$ cat src/rtl/instr_sequencer.sv
// Byte-serial instruction sequencer: fetches opcode bytes over a req/ack memory
// handshake and drives single-cycle ALU/register strobes, with JMP/JZ/HALT control ops.
module instr_sequencer (
  input  logic       clk,
  input  logic       rstN,
  input  logic [7:0] memVal,
  input  logic       memAck,
  input  logic       aluZero,
  output logic [7:0] memAddr,
  output logic       memReq,
  output logic [3:0] aluSel,
  output logic [2:0] rInSel,
  output logic [2:0] rOutSel,
  output logic       rInEn,
  output logic       rOutEn,
  output logic       genConst,
  output logic       halted
);

  localparam logic [2:0] IDLE  = 3'd0;
  localparam logic [2:0] FETCH = 3'd1;
  localparam logic [2:0] EXEC  = 3'd2;
  localparam logic [2:0] OPND  = 3'd3;
  localparam logic [2:0] HALT  = 3'd4;

  localparam logic [7:0] OP_HALT = 8'hF1;
  localparam logic [7:0] OP_JMP  = 8'hF2;
  localparam logic [7:0] OP_JZ   = 8'hF3;

  logic [2:0] state;
  logic [7:0] pc;
  logic [7:0] ir;
  logic       isExec;

  // ir latches every fetched byte so OPND can tell JMP from JZ.
  always_ff @(posedge clk or negedge rstN) begin
    if (!rstN) begin
      state <= IDLE;
      pc    <= 8'h00;
      ir    <= 8'h00;
    end else begin
      case (state)
        IDLE:  state <= FETCH;
        FETCH: if (memAck) begin
          ir <= memVal;
          pc <= pc + 8'h01;
          if (memVal[7:4] != 4'hF)                         state <= EXEC;
          else if (memVal == OP_HALT)                      state <= HALT;
          else if (memVal == OP_JMP || memVal == OP_JZ)    state <= OPND;
          else                                             state <= FETCH;
        end
        EXEC:  state <= FETCH;
        OPND:  if (memAck) begin
          pc    <= (ir == OP_JMP || aluZero) ? memVal : pc + 8'h01;
          state <= FETCH;
        end
        HALT:  state <= HALT;
        default: state <= IDLE;
      endcase
    end
  end

  assign isExec   = (state == EXEC);
  assign memReq   = (state == FETCH) || (state == OPND);
  assign memAddr  = pc;
  assign halted   = (state == HALT);
  assign aluSel   = isExec ? ir[7:4] : 4'h0;
  assign rInSel   = 3'b000;
  assign rOutSel  = isExec ? ir[2:0] : 3'b000;
  assign rInEn    = isExec;
  assign rOutEn   = isExec & ~ir[3];
  assign genConst = isExec &  ir[3];

endmodule

$ cat config.mk
export PLATFORM = sky130hd
export DESIGN_NAME = instr_sequencer
export DESIGN_NICKNAME = d
export VERILOG_FILES = /design/src/rtl/instr_sequencer.sv
export SDC_FILE = /design/constraint.sdc
export NUM_CORES = 1
export LEC_CHECK = 0
export CAP_MARGIN = 30
export CORE_MARGIN = 8
export CORE_UTILIZATION = 25
export CTS_BUF_LIST = sky130_fd_sc_hd__clkbuf_8
export CTS_CLUSTER_SIZE = 12
export DETAILED_ROUTE_END_ITERATION = 8
export GPL_TIMING_DRIVEN = 0
export MAX_ROUTING_LAYER = met4
export PLACE_DENSITY = 0.46
export SYNTH_ARGS = -nofsm -noshare
export SYNTH_HDL_FRONTEND = slang
export SYNTH_SLANG_ARGS = --single-unit
$ cat constraint.sdc
create_clock -name clk -period 3.5 [get_ports clk]
set_input_delay 0.7 -clock clk [delete_from_list [all_inputs] [get_ports clk]]
set_output_delay 0.7 -clock clk [all_outputs]
set_load 0.005 [all_outputs]
; Yosys cells after proc, flatten, opt, wreduce, memory -nomap -nowiden
; Index checks and enable logic that the tools add are counted.
[classes]
mul = 0
n_div = 0
order_cmp = 0
addsub = 1
reduce_logical = 9
mux = 12
n_eq_ne = 11
bitwise_logic = 3
shifts = 0
[op_table]
columns = cell, n
row1 = == test 8 bit (second input constant), 4
row2 = 2-to-1 mux 8 bit, 3
row3 = case mux 8 bit (2 select lines), 1
row4 = 2-to-1 mux 3 bit, 5
row5 = case mux 3 bit (4 select lines), 1
row6 = adder 8 x 1 -> 8 bit (second input constant), 1
row7 = == test 3 x 2 -> 1 bit (second input constant), 2
row8 = 2-to-1 mux 4 bit, 1
row9 = inequality test 2 bit (second input constant), 2
row10 = inequality test 4 bit (second input constant), 1
row11 = AND reduction 2 bit, 2
row12 = == test 3 x 1 -> 1 bit (second input constant), 1
row13 = == test 3 bit (second input constant), 1
row14 = logical NOT 3 bit, 1
row15 = logical OR 1 bit, 3
row16 = AND reduction 3 bit, 1
row17 = bitwise AND 1 bit, 2
row18 = 2-to-1 mux 2 bit, 1
row19 = nonzero test 2 bit, 1
row20 = OR reduction 2 bit, 1
row21 = inverter 1 bit, 1
[word_totals]
latchBits = 0
register_bits = 19
mem_bits_ro = 0
ram_bits = 0
elab_cells = 39
memories = 0
input_bits = 12

; Longest topological paths before layout
; Gate-level depths: netlist of run 1.
[logic_depth]
depth_word = 7
depth_mapped = 5

; Least setup slack after synthesis of run 1
; No wires, ideal clock.
[synth_timing]
path_kind = register to output
from = register state[0]
to = output rOutEn
setup_slack_ns = 1.825
path_stages_with_launch = 3
arrival_time_ns = 0.975
cell_sequence = dfrtp_1 > nor3b_2 > nor2b_1
[synth_via]
elab_chain_len = 2
[synth_rtl]
columns = item, line
row1 = from (decl), 30  ; logic [2:0] state;
row2 = from (signal assigned), 38  ; state <= IDLE;
row3 = from (signal assigned), 43  ; IDLE: state <= FETCH;
row4 = from (signal assigned), 47  ; if (memVal[7:4] != 4'hF) state <= EXEC;
row5 = == test 3 x 2 -> 1 bit, 63  ; assign isExec = (state == EXEC);
row6 = named net rInEn, 14  ; output logic rInEn,
row7 = bitwise AND 1 bit, 71  ; assign rOutEn = isExec & ~ir[3];
row8 = to (decl), 15  ; output logic rOutEn,
; The timed path passes the listed nets, and every way through them passes these cells.

; Worst setup path in the final report of run 1
[layout_timing]
from = register state[0]
to = output aluSel[0]
[layout_via]
elab_chain_len = 2
[layout_rtl]
columns = item, line
row1 = == test 3 x 2 -> 1 bit, 63
row2 = 2-to-1 mux 4 bit, 67  ; assign aluSel = isExec ? ir[7:4] : 4'h0;
row3 = to (decl), 11  ; output logic [3:0] aluSel,
; No other way between the ends.

==> flow_summary_export.csv, run 1 <==
group,metric,value,unit
clocking,clock-sinks,19,
yosys,synthDominantCellAreaShare,40.3,%
setup_path,critPathRequiredTime,2.80,ns
setup_path,endpoint_kind,"primary output",
timing,relSlewSlack,64.3,%
layout,fin_area,1640,um2
route,viasPerCell,4.89,
clocking,cts.clk_slew.worst_paths,0.08,ns
yosys,synth_cell_types,40,
route,drtPass1Iterations,4,
route,wl_per_cell,15.2,um
clocking,clk_latency,0.27,ns
place,placed_area,1570,um2
timing,max_freq,0.379,GHz
timing,slew_violations,0,
clocking,h-tree-depth,1,
global_routing,antenna_found_initial,0,
timing,fin_crit_sh,75.4,%
timing,tns,0,ns
yosys,syn_inst,124,
global_routing,grt_max_degree,20,
floorplan,die_width,84.7,um
route,wirelength,3.28,mm
place,gp_congestion,0.755,
floorplan,core,4630,um2
layout,area_growth_syn_to_layout,38.7,%
timing,setup_viol,0,
job,drv_cap,0,
yosys,synth_area_leaders,"dfrtp_1 (40%), and2_1 (5.8%), mux2_1 (5.7%)",
global_routing,overflow,0,
setup_path,path_class,"reg -> out",
yosys,ys.flop_type,"dfrtp_1",
clocking,cts_buffers,3,
pwr,p_per_area,579,nW/um2
yosys,synthMostInstantiatedCell,"dfrtp_1",
clocking,cts_setup_buffers,0,
floorplan,dieArea,7170,um2
yosys,synth_edf_count,0,
timing,hold_viol_final,0,
setup_path,critPathMaxFanout,10,
yosys,ys_seq_area_share,40.3,%
yosys,netlist_area,1180,um2
clocking,cts.repair.resized,0,
global_routing,use_met2,13.6,%
place,portBuffers,31,
pwr,ir_drop,0.175,mV
global_routing,grt_most_used_layer,"met2",
route,drtIter0Drc,31,
clocking,holdBufCountCts,0,
route,ant_nets,0,
layout,diodes,0,
floorplan,rows,25,
setup_path,arrival,1.94,ns
yosys,yosys_warnings,0,
layout,drive_gt1_share,11.1,%
yosys,synthArstFlopShare,100,%
layout,n_fill_cell,478,
timing,finalCriticalPeriod,2.64,ns
timing,worst_pin_slew,0.533,ns
worst_hold_path,hp-class,"reg -> reg",
global_routing,first_global_vias,1098,
timing,rsz0062_at_grt,"no",
pwr,p_leak,0.647,nW
floorplan,die_h,84.7,um
global_routing,grtUsageMet3,2.24,%
timing,fin_worst_skew,0.00872,ns
yosys,avgSynthCellArea,9.52,um2
floorplan,start_util,25.5,%
global_routing,grt_pass1_wl,5.35,mm
layout,nets,176,
clocking,cts-root-buf,"clkbuf_8",
global_routing,use_met1,12.7,%
clocking,tritoncts,"yes",
clocking,cts_buffer_depth,2,
yosys,yosys.area.top_type,"dfrtp_1",
pwr,finalPower,947,uW
floorplan,ioPinCount,35,
setup_path,startpoint_type,"register",
global_routing,grt.total_usage,9.54,%
route,dr_total_vias,1057,
yosys,yosys-top-cells-count,"dfrtp_1 (19), nand2_1 (16), and2_1 (11)",
route,drcViolationCount,0,
yosys,yosys_register_bits,19,
run_status,status,"completed",
place,dp_hpwl,2.46,mm
## power breakdown
part | switching, mW | internal (mW)
sequential | 0.0920 | 0.299
combinational | 0.167 | 0.228
clock | 0.0813 | 0.0794
## stage by stage
step                hold WS [ns]  util [%]  setup slack [ns]  cells
floorplan                  0.404         -              1.82    126
global placement           0.500      33.8              1.16    211
detailed placement         0.499      33.8              1.13    211
CTS                        0.524      34.8             0.843    215
global route               0.540      35.4             0.757    216
finish                     0.514      35.4             0.863    216
## layout by cell type (no fill, tap or decap), drive strengths merged, types with 2 or more instances in the layout
master	netlist	routed
a21boi	2	2
a21oi	2	2
and2	11	11
and4b	2	2
buf	7	7
clkbuf	1	5
clkdlybuf4s50	0	31
conb	1	3
dfrtp	19	19
mux2	8	8
nand2	16	16
nand2b	2	2
nand3	5	5
nand3b	2	2
nor2	5	5
nor2b	2	2
nor3	4	4
nor3b	3	3
nor4	2	2
o211ai	7	7
o21ai	2	2
o22ai	4	4
o31a	2	2
or3	3	3
## registers in the layout, indices dropped and copies added, names as in the netlist
name,cells
ir,8
memAddr,8
state,3
## cell families after synthesis
group,after synthesis,synth area share (%)
compound gates,23,14.6
simple gates,63,30.9
buf+inv,9,5.20
fa+ha+maj,1,1.06
mux,8,7.63
flops,19,40.3
other cells,1,0.318
## layer usage
metal	wire length, um	vias up
met1	1690	497
met5	0	-
met2	1400	32
li1	-	523
met3	145	5
met4	44	0
## critical path: stages, from the launching register on
cell,delay (ns)
dfrtp_1,0.45
nor3b_2,0.51
and2_1,0.21
clkdlybuf4s50_1,0.51
## final timing paths
check                               from          to  slack (ns)  cells past startpoint
worst max-delay path            state[0]   aluSel[0]        0.86                      3
worst min-delay path               ir[1]       ir[1]        0.51                      1
worst max register to register     ir[0]  memAddr[2]        1.99                      5
worst min register to register     ir[1]       ir[1]        0.51                      1
max in group asynchronous           rstN  memAddr[2]        2.57                      2
min in group asynchronous           rstN  memAddr[7]        0.79                      2
## area by class of cell
cell class                 count  area, um2  area share, %
buffer                         8       57.6           3.52
clock buffer                   3       41.3           2.52
clock inverter                 1       5.00          0.306
inverter                       1       3.75          0.229
multi-input combinational     98        651           39.8
sequential                    19        475           29.1
tap                           54       67.6           4.13
timing repair buffer          32        335           20.5
(Power assumes the default switching activity.)
==> inputs of run 2 (changes only) <==
Settings changed: PLACE_DENSITY 0.46 to 0.47.
Clock period 3.5 ns to 2.4 ns, I/O delays scaled along.
==> flow_summary_export.csv, run 2 (same netlist as run 1, synthesis figures left out) <==
group,metric,value,unit
pwr,p_int,885,uW
pwr,ir_drop,0.293,mV
pwr,p_leak,0.649,nW
setup_path,critPathMaxFanout,10,
global_routing,grt.total_usage,10.1,%
place,placed_area,1570,um2
clocking,clock-sinks,19,
layout,fin_area,1640,um2
route,wirelength,3.39,mm
pwr,p_per_area,847,nW/um2
clocking,tritoncts,"yes",
timing,fin_crit_sh,94.1,%
timing,slew_violations,0,
clocking,cts-root-buf,"clkbuf_8",
layout,n_fill_cell,481,
timing,setup_slack,0.142,ns
layout,final_cell_mix,"clkdlybuf4s50_1 (31), dfrtp_1 (19), nand2_1 (16)",
place,place_ws,0.243,ns
pwr,p_clk_share,16.6,%
clocking,clk_latency,0.26,ns
layout,diodes,0,
route,dr_total_vias,1091,
timing,relSlewSlack,65.2,%
floorplan,die_h,84.7,um
setup_path,startpoint_type,"register",
timing,fin_worst_skew,0.00324,ns
layout,drive_gt1_share,11.0,%
timing,tns,0,ns
floorplan,start_util,25.5,%
place,dp_hpwl,2.53,mm
route,drtIter0Drc,33,
setup_path,path_class,"reg -> out",
place,portBuffers,31,
global_routing,grt_max_degree,20,
layout,area_growth_syn_to_layout,38.9,%
place,dp_cells,211,
floorplan,rows,25,
clocking,cts_buffer_depth,2,
route,drcViolationCount,0,
pwr,p_comb_share,42.1,%
setup_path,endpoint_kind,"primary output",
floorplan,core,4630,um2
timing,max_freq,0.443,GHz
global_routing,grt_pass1_wl,5.64,mm
layout,stdcell_count,217,
floorplan,dieArea,7170,um2
floorplan,die_width,84.7,um
timing,worst_pin_slew,0.522,ns
clocking,cts.clk_slew.worst_paths,0.08,ns
clocking,h-tree-depth,1,
route,viasPerCell,5.03,
timing,setup_viol,0,
layout,nets,177,
pwr,seqPwrFrac,41.2,%
place,gp_congestion,0.741,
timing,hold_viol_final,0,
route,ant_nets,0,
pwr,power_switching,503,uW
setup_path,critPathRequiredTime,1.92,ns
job,drv_cap,0,
global_routing,antenna_found_initial,0,
timing,finalCriticalPeriod,2.26,ns
worst_hold_path,hp-class,"reg -> reg",
clocking,holdBufCountCts,0,
timing,rsz0062_at_grt,"no",
route,drtPass1Iterations,7,
floorplan,ioPinCount,35,
pwr,swShare,36.2,%
global_routing,overflow,0,
clocking,cts_buffers,3,
setup_path,arrival,1.78,ns
global_routing,first_global_vias,1119,
run_status,status,"completed",
layout,layout_commonest_cell,"clkdlybuf4s50_1",
route,wl_per_cell,15.6,um
run 2: cell count changes in the layout (fill, tap and decap cells not counted), sizes merged:
cell | previous run | this run
clkinv | 1 | 0
clkbuf | 5 | 4
buf | 7 | 9
inv | 1 | 2
run 2: final cells by class:
| class | instances | area, um2 | share of cell area (%) |
|---|---|---|---|
| flip-flops and latches | 19 | 475 | 29.0 |
| inverters | 1 | 3.75 | 0.229 |
| clock inverters | 1 | 3.75 | 0.229 |
| multi-input cells | 98 | 657 | 40.1 |
| repair buffers | 33 | 333 | 20.3 |
| well taps | 54 | 67.6 | 4.12 |
| clock buffers | 3 | 41.3 | 2.52 |
| plain buffers | 8 | 57.6 | 3.51 |
run 2: final timing paths:
path                          start    endpoint  slack [ns]  cells after the start
max reg2reg                state[2]  memAddr[7]        0.84                      4
min in group asynchronous      rstN  memAddr[3]        0.52                      1
min                           ir[0]       ir[0]        0.51                      1
min reg2reg                   ir[0]       ir[0]        0.51                      1
max                        state[2]      rOutEn        0.14                      4
max in group asynchronous      rstN  memAddr[5]        1.44                      2
run 2: worst max-delay path, stage by stage, from the launching register on:
cell             delay [ns]
dfrtp_1                0.47
nor3b_4                0.21
buf_4                  0.18
nor2b_1                0.14
clkdlybuf4s50_1        0.51
run 2: stage by stage:
step	util (%)	hold WS (ns)	power, mW
2_1_floorplan	-	0.184	0.872
3_3_place_gp	33.8	0.493	1.14
3_5_place_dp	33.8	0.495	1.16
4_1_cts	34.9	0.515	1.40
5_1_grt	35.4	0.552	1.50
6_report	35.4	0.510	1.39
run 2: timing repair:
item / in CTS / in global routing
buffers inserted: 0 / 1
gates resized for setup: 1 / 0
endpoints found under the setup margin: 9 / 8
pin swaps: 0 / 1
run 2: power by group through the flow:
stage | registers (mW) | logic, mW | clock network [mW]
finish | 0.572 | 0.585 | 0.231
CTS | 0.571 | 0.588 | 0.238
global placement | 0.571 | 0.573 | 0
global route | 0.596 | 0.655 | 0.253
detailed placement | 0.576 | 0.583 | 0
floorplan | 0.543 | 0.330 | 0
run 2: per-layer routing:
layer | GRT usage, % | vias up | wire, um
met5 | - | - | 0
met4 | 3.40 | 0 | 27
met3 | 3.12 | 4 | 192
met2 | 14.5 | 35 | 1410
met1 | 13.1 | 527 | 1750
li1 | - | 525 | -
==> inputs of run 3 (changes only) <==
Settings changed: ABC_CLOCK_PERIOD_IN_PS from default to 2400, CTS_BUF_LIST sky130_fd_sc_hd__clkbuf_8 to sky130_fd_sc_hd__clkbuf_16.
==> flow_summary_export.csv, run 3 (same netlist as run 1, synthesis figures left out) <==
group,metric,value,unit
layout,layout_commonest_cell,"clkdlybuf4s50_1",
worst_hold_path,whs_endpoint,"ir[0]",
place,placed_area,1570,um2
worst_hold_path,whs_path_depth,1,
setup_path,regToRegEndpoint,"ir[7]",
layout,final_cell_mix,"clkdlybuf4s50_1 (31), dfrtp_1 (19), nand2_1 (16)",
setup_path,path_class,"reg -> out",
layout,diodes,0,
setup_path,r2r_slack,0.88,ns
route,wl_per_cell,15.6,um
place,dp_cells,211,
route,drtIter0Drc,48,
setup_path,critPathMaxFanout,10,
floorplan,die_h,84.7,um
job,drv_cap,0,
timing,tns,0,ns
place,place_ws,0.243,ns
setup_path,worst-path-buf-inv,2,
clocking,clock-sinks,19,
route,drtPass1Iterations,4,
layout,n_fill_cell,477,
route,drcViolationCount,0,
layout,nets,177,
place,dp_hpwl,2.53,mm
floorplan,start_util,25.5,%
layout,stdcell_count,217,
floorplan,die_width,84.7,um
pwr,power_switching,512,uW
clocking,cts_buffer_depth,2,
run_status,status,"completed",
floorplan,dieArea,7170,um2
timing,fin_crit_sh,93.5,%
timing,finalCriticalPeriod,2.24,ns
clocking,holdBufCountCts,0,
setup_path,cpLargestDelayFamily,"buffers and inverters",
global_routing,grt_max_degree,20,
pwr,p_clk_share,23.2,%
pwr,p_leak,0.664,nW
global_routing,antenna_found_initial,0,
timing,hold_viol_final,0,
clocking,clk_latency,0.25,ns
layout,drive_gt1_share,11.0,%
place,gp_congestion,0.741,
floorplan,rows,25,
setup_path,ff2ff_path_depth,5,
pwr,p_per_area,900,nW/um2
setup_path,critPathRequiredTime,1.92,ns
pwr,seqPwrFrac,38.1,%
setup_path,arrival,1.76,ns
clocking,cts_buffers,3,
timing,setup_slack,0.157,ns
setup_path,cp_slowest_stage_delay,0.51,ns
route,ant_nets,0,
timing,setup_viol,0,
pwr,p_int,994,uW
timing,fin_worst_skew,0.00344,ns
setup_path,crit_chain,"nor3b_4 -> buf_4 -> nor2b_1 -> clkdlybuf4s50_1",
global_routing,overflow,0,
layout,utilization,36.1,%
setup_path,endpoint_kind,"primary output",
timing,rsz0062_at_grt,"no",
pwr,swShare,34.0,%
worst_hold_path,min_from,"ir[0]",
place,portBuffers,31,
clocking,cts-root-buf,"clkbuf_16",
layout,fin_area,1670,um2
pwr,finalPower,1.51,mW
global_routing,first_global_vias,1120,
route,dr_total_vias,1087,
worst_hold_path,hp-class,"reg -> reg",
route,viasPerCell,5.01,
timing,max_freq,0.446,GHz
pwr,p_comb_share,38.7,%
timing,slew_violations,0,
floorplan,core,4630,um2
floorplan,ioPinCount,35,
clocking,h-tree-depth,1,
route,wirelength,3.40,mm
setup_path,cp_slowest_cell,"clkdlybuf4s50_1",
layout,area_growth_syn_to_layout,41.8,%
clocking,tritoncts,"yes",
pwr,ir_drop,0.322,mV
timing,hold_ws,0.501,ns
setup_path,startpoint_type,"register",
global_routing,grt.total_usage,10.2,%
setup_path,reg2reg_from,"state[0]",
clocking,cts.clk_slew.worst_paths,0.06,ns
global_routing,grt_pass1_wl,5.66,mm
==> run 3: routing by layer <==
metal	track usage (%)	up-vias	part of all wire, %
met3	2.93	4	6.0
met2	14.5	41	42
met1	13.3	519	51
li1	-	523	-
met5	-	-	0
met4	3.40	0	1.1
==> run 3: cell type report <==
type | instances | area, um2 | area share [%]
Buffer | 8 | 57.6 | 3.44
Clock inverter | 1 | 3.75 | 0.224
Clock buffer | 3 | 75.1 | 4.49
Timing Repair Buffer | 33 | 333 | 19.9
Inverter | 1 | 3.75 | 0.224
Sequential cell | 19 | 475 | 28.4
Tap cell | 54 | 67.6 | 4.04
Multi-Input combinational cell | 98 | 657 | 39.3
==> run 3: power groups by stage <==
stage / Sequential (mW) / Combinational (mW) / Clock [mW]
floorplan: 0.543 / 0.330 / 0
global placement: 0.571 / 0.573 / 0
detailed placement: 0.576 / 0.583 / 0
CTS: 0.572 / 0.589 / 0.357
global route: 0.596 / 0.655 / 0.374
finish: 0.573 / 0.583 / 0.350
==> run 3: worst max-delay path by stage <==
stage               cells after the start          to  startpoint  slack, ns
finish                                  4      rOutEn    state[2]       0.16
global route                            4      rOutEn    state[2]       0.07
CTS                                     3      rOutEn    state[0]       0.06
detailed placement                      3      rOutEn    state[0]       0.24
global placement                        3  rOutSel[1]    state[0]       0.27
floorplan                               2      rOutEn    state[0]       0.94
==> run 3: repair_timing <==
| item | in CTS | in global routing |
|---|---|---|
| resized for setup | 1 | 0 |
| pin swaps | 0 | 1 |
| setup buffers | 0 | 1 |
| setup endpoints to repair | 9 | 1 |
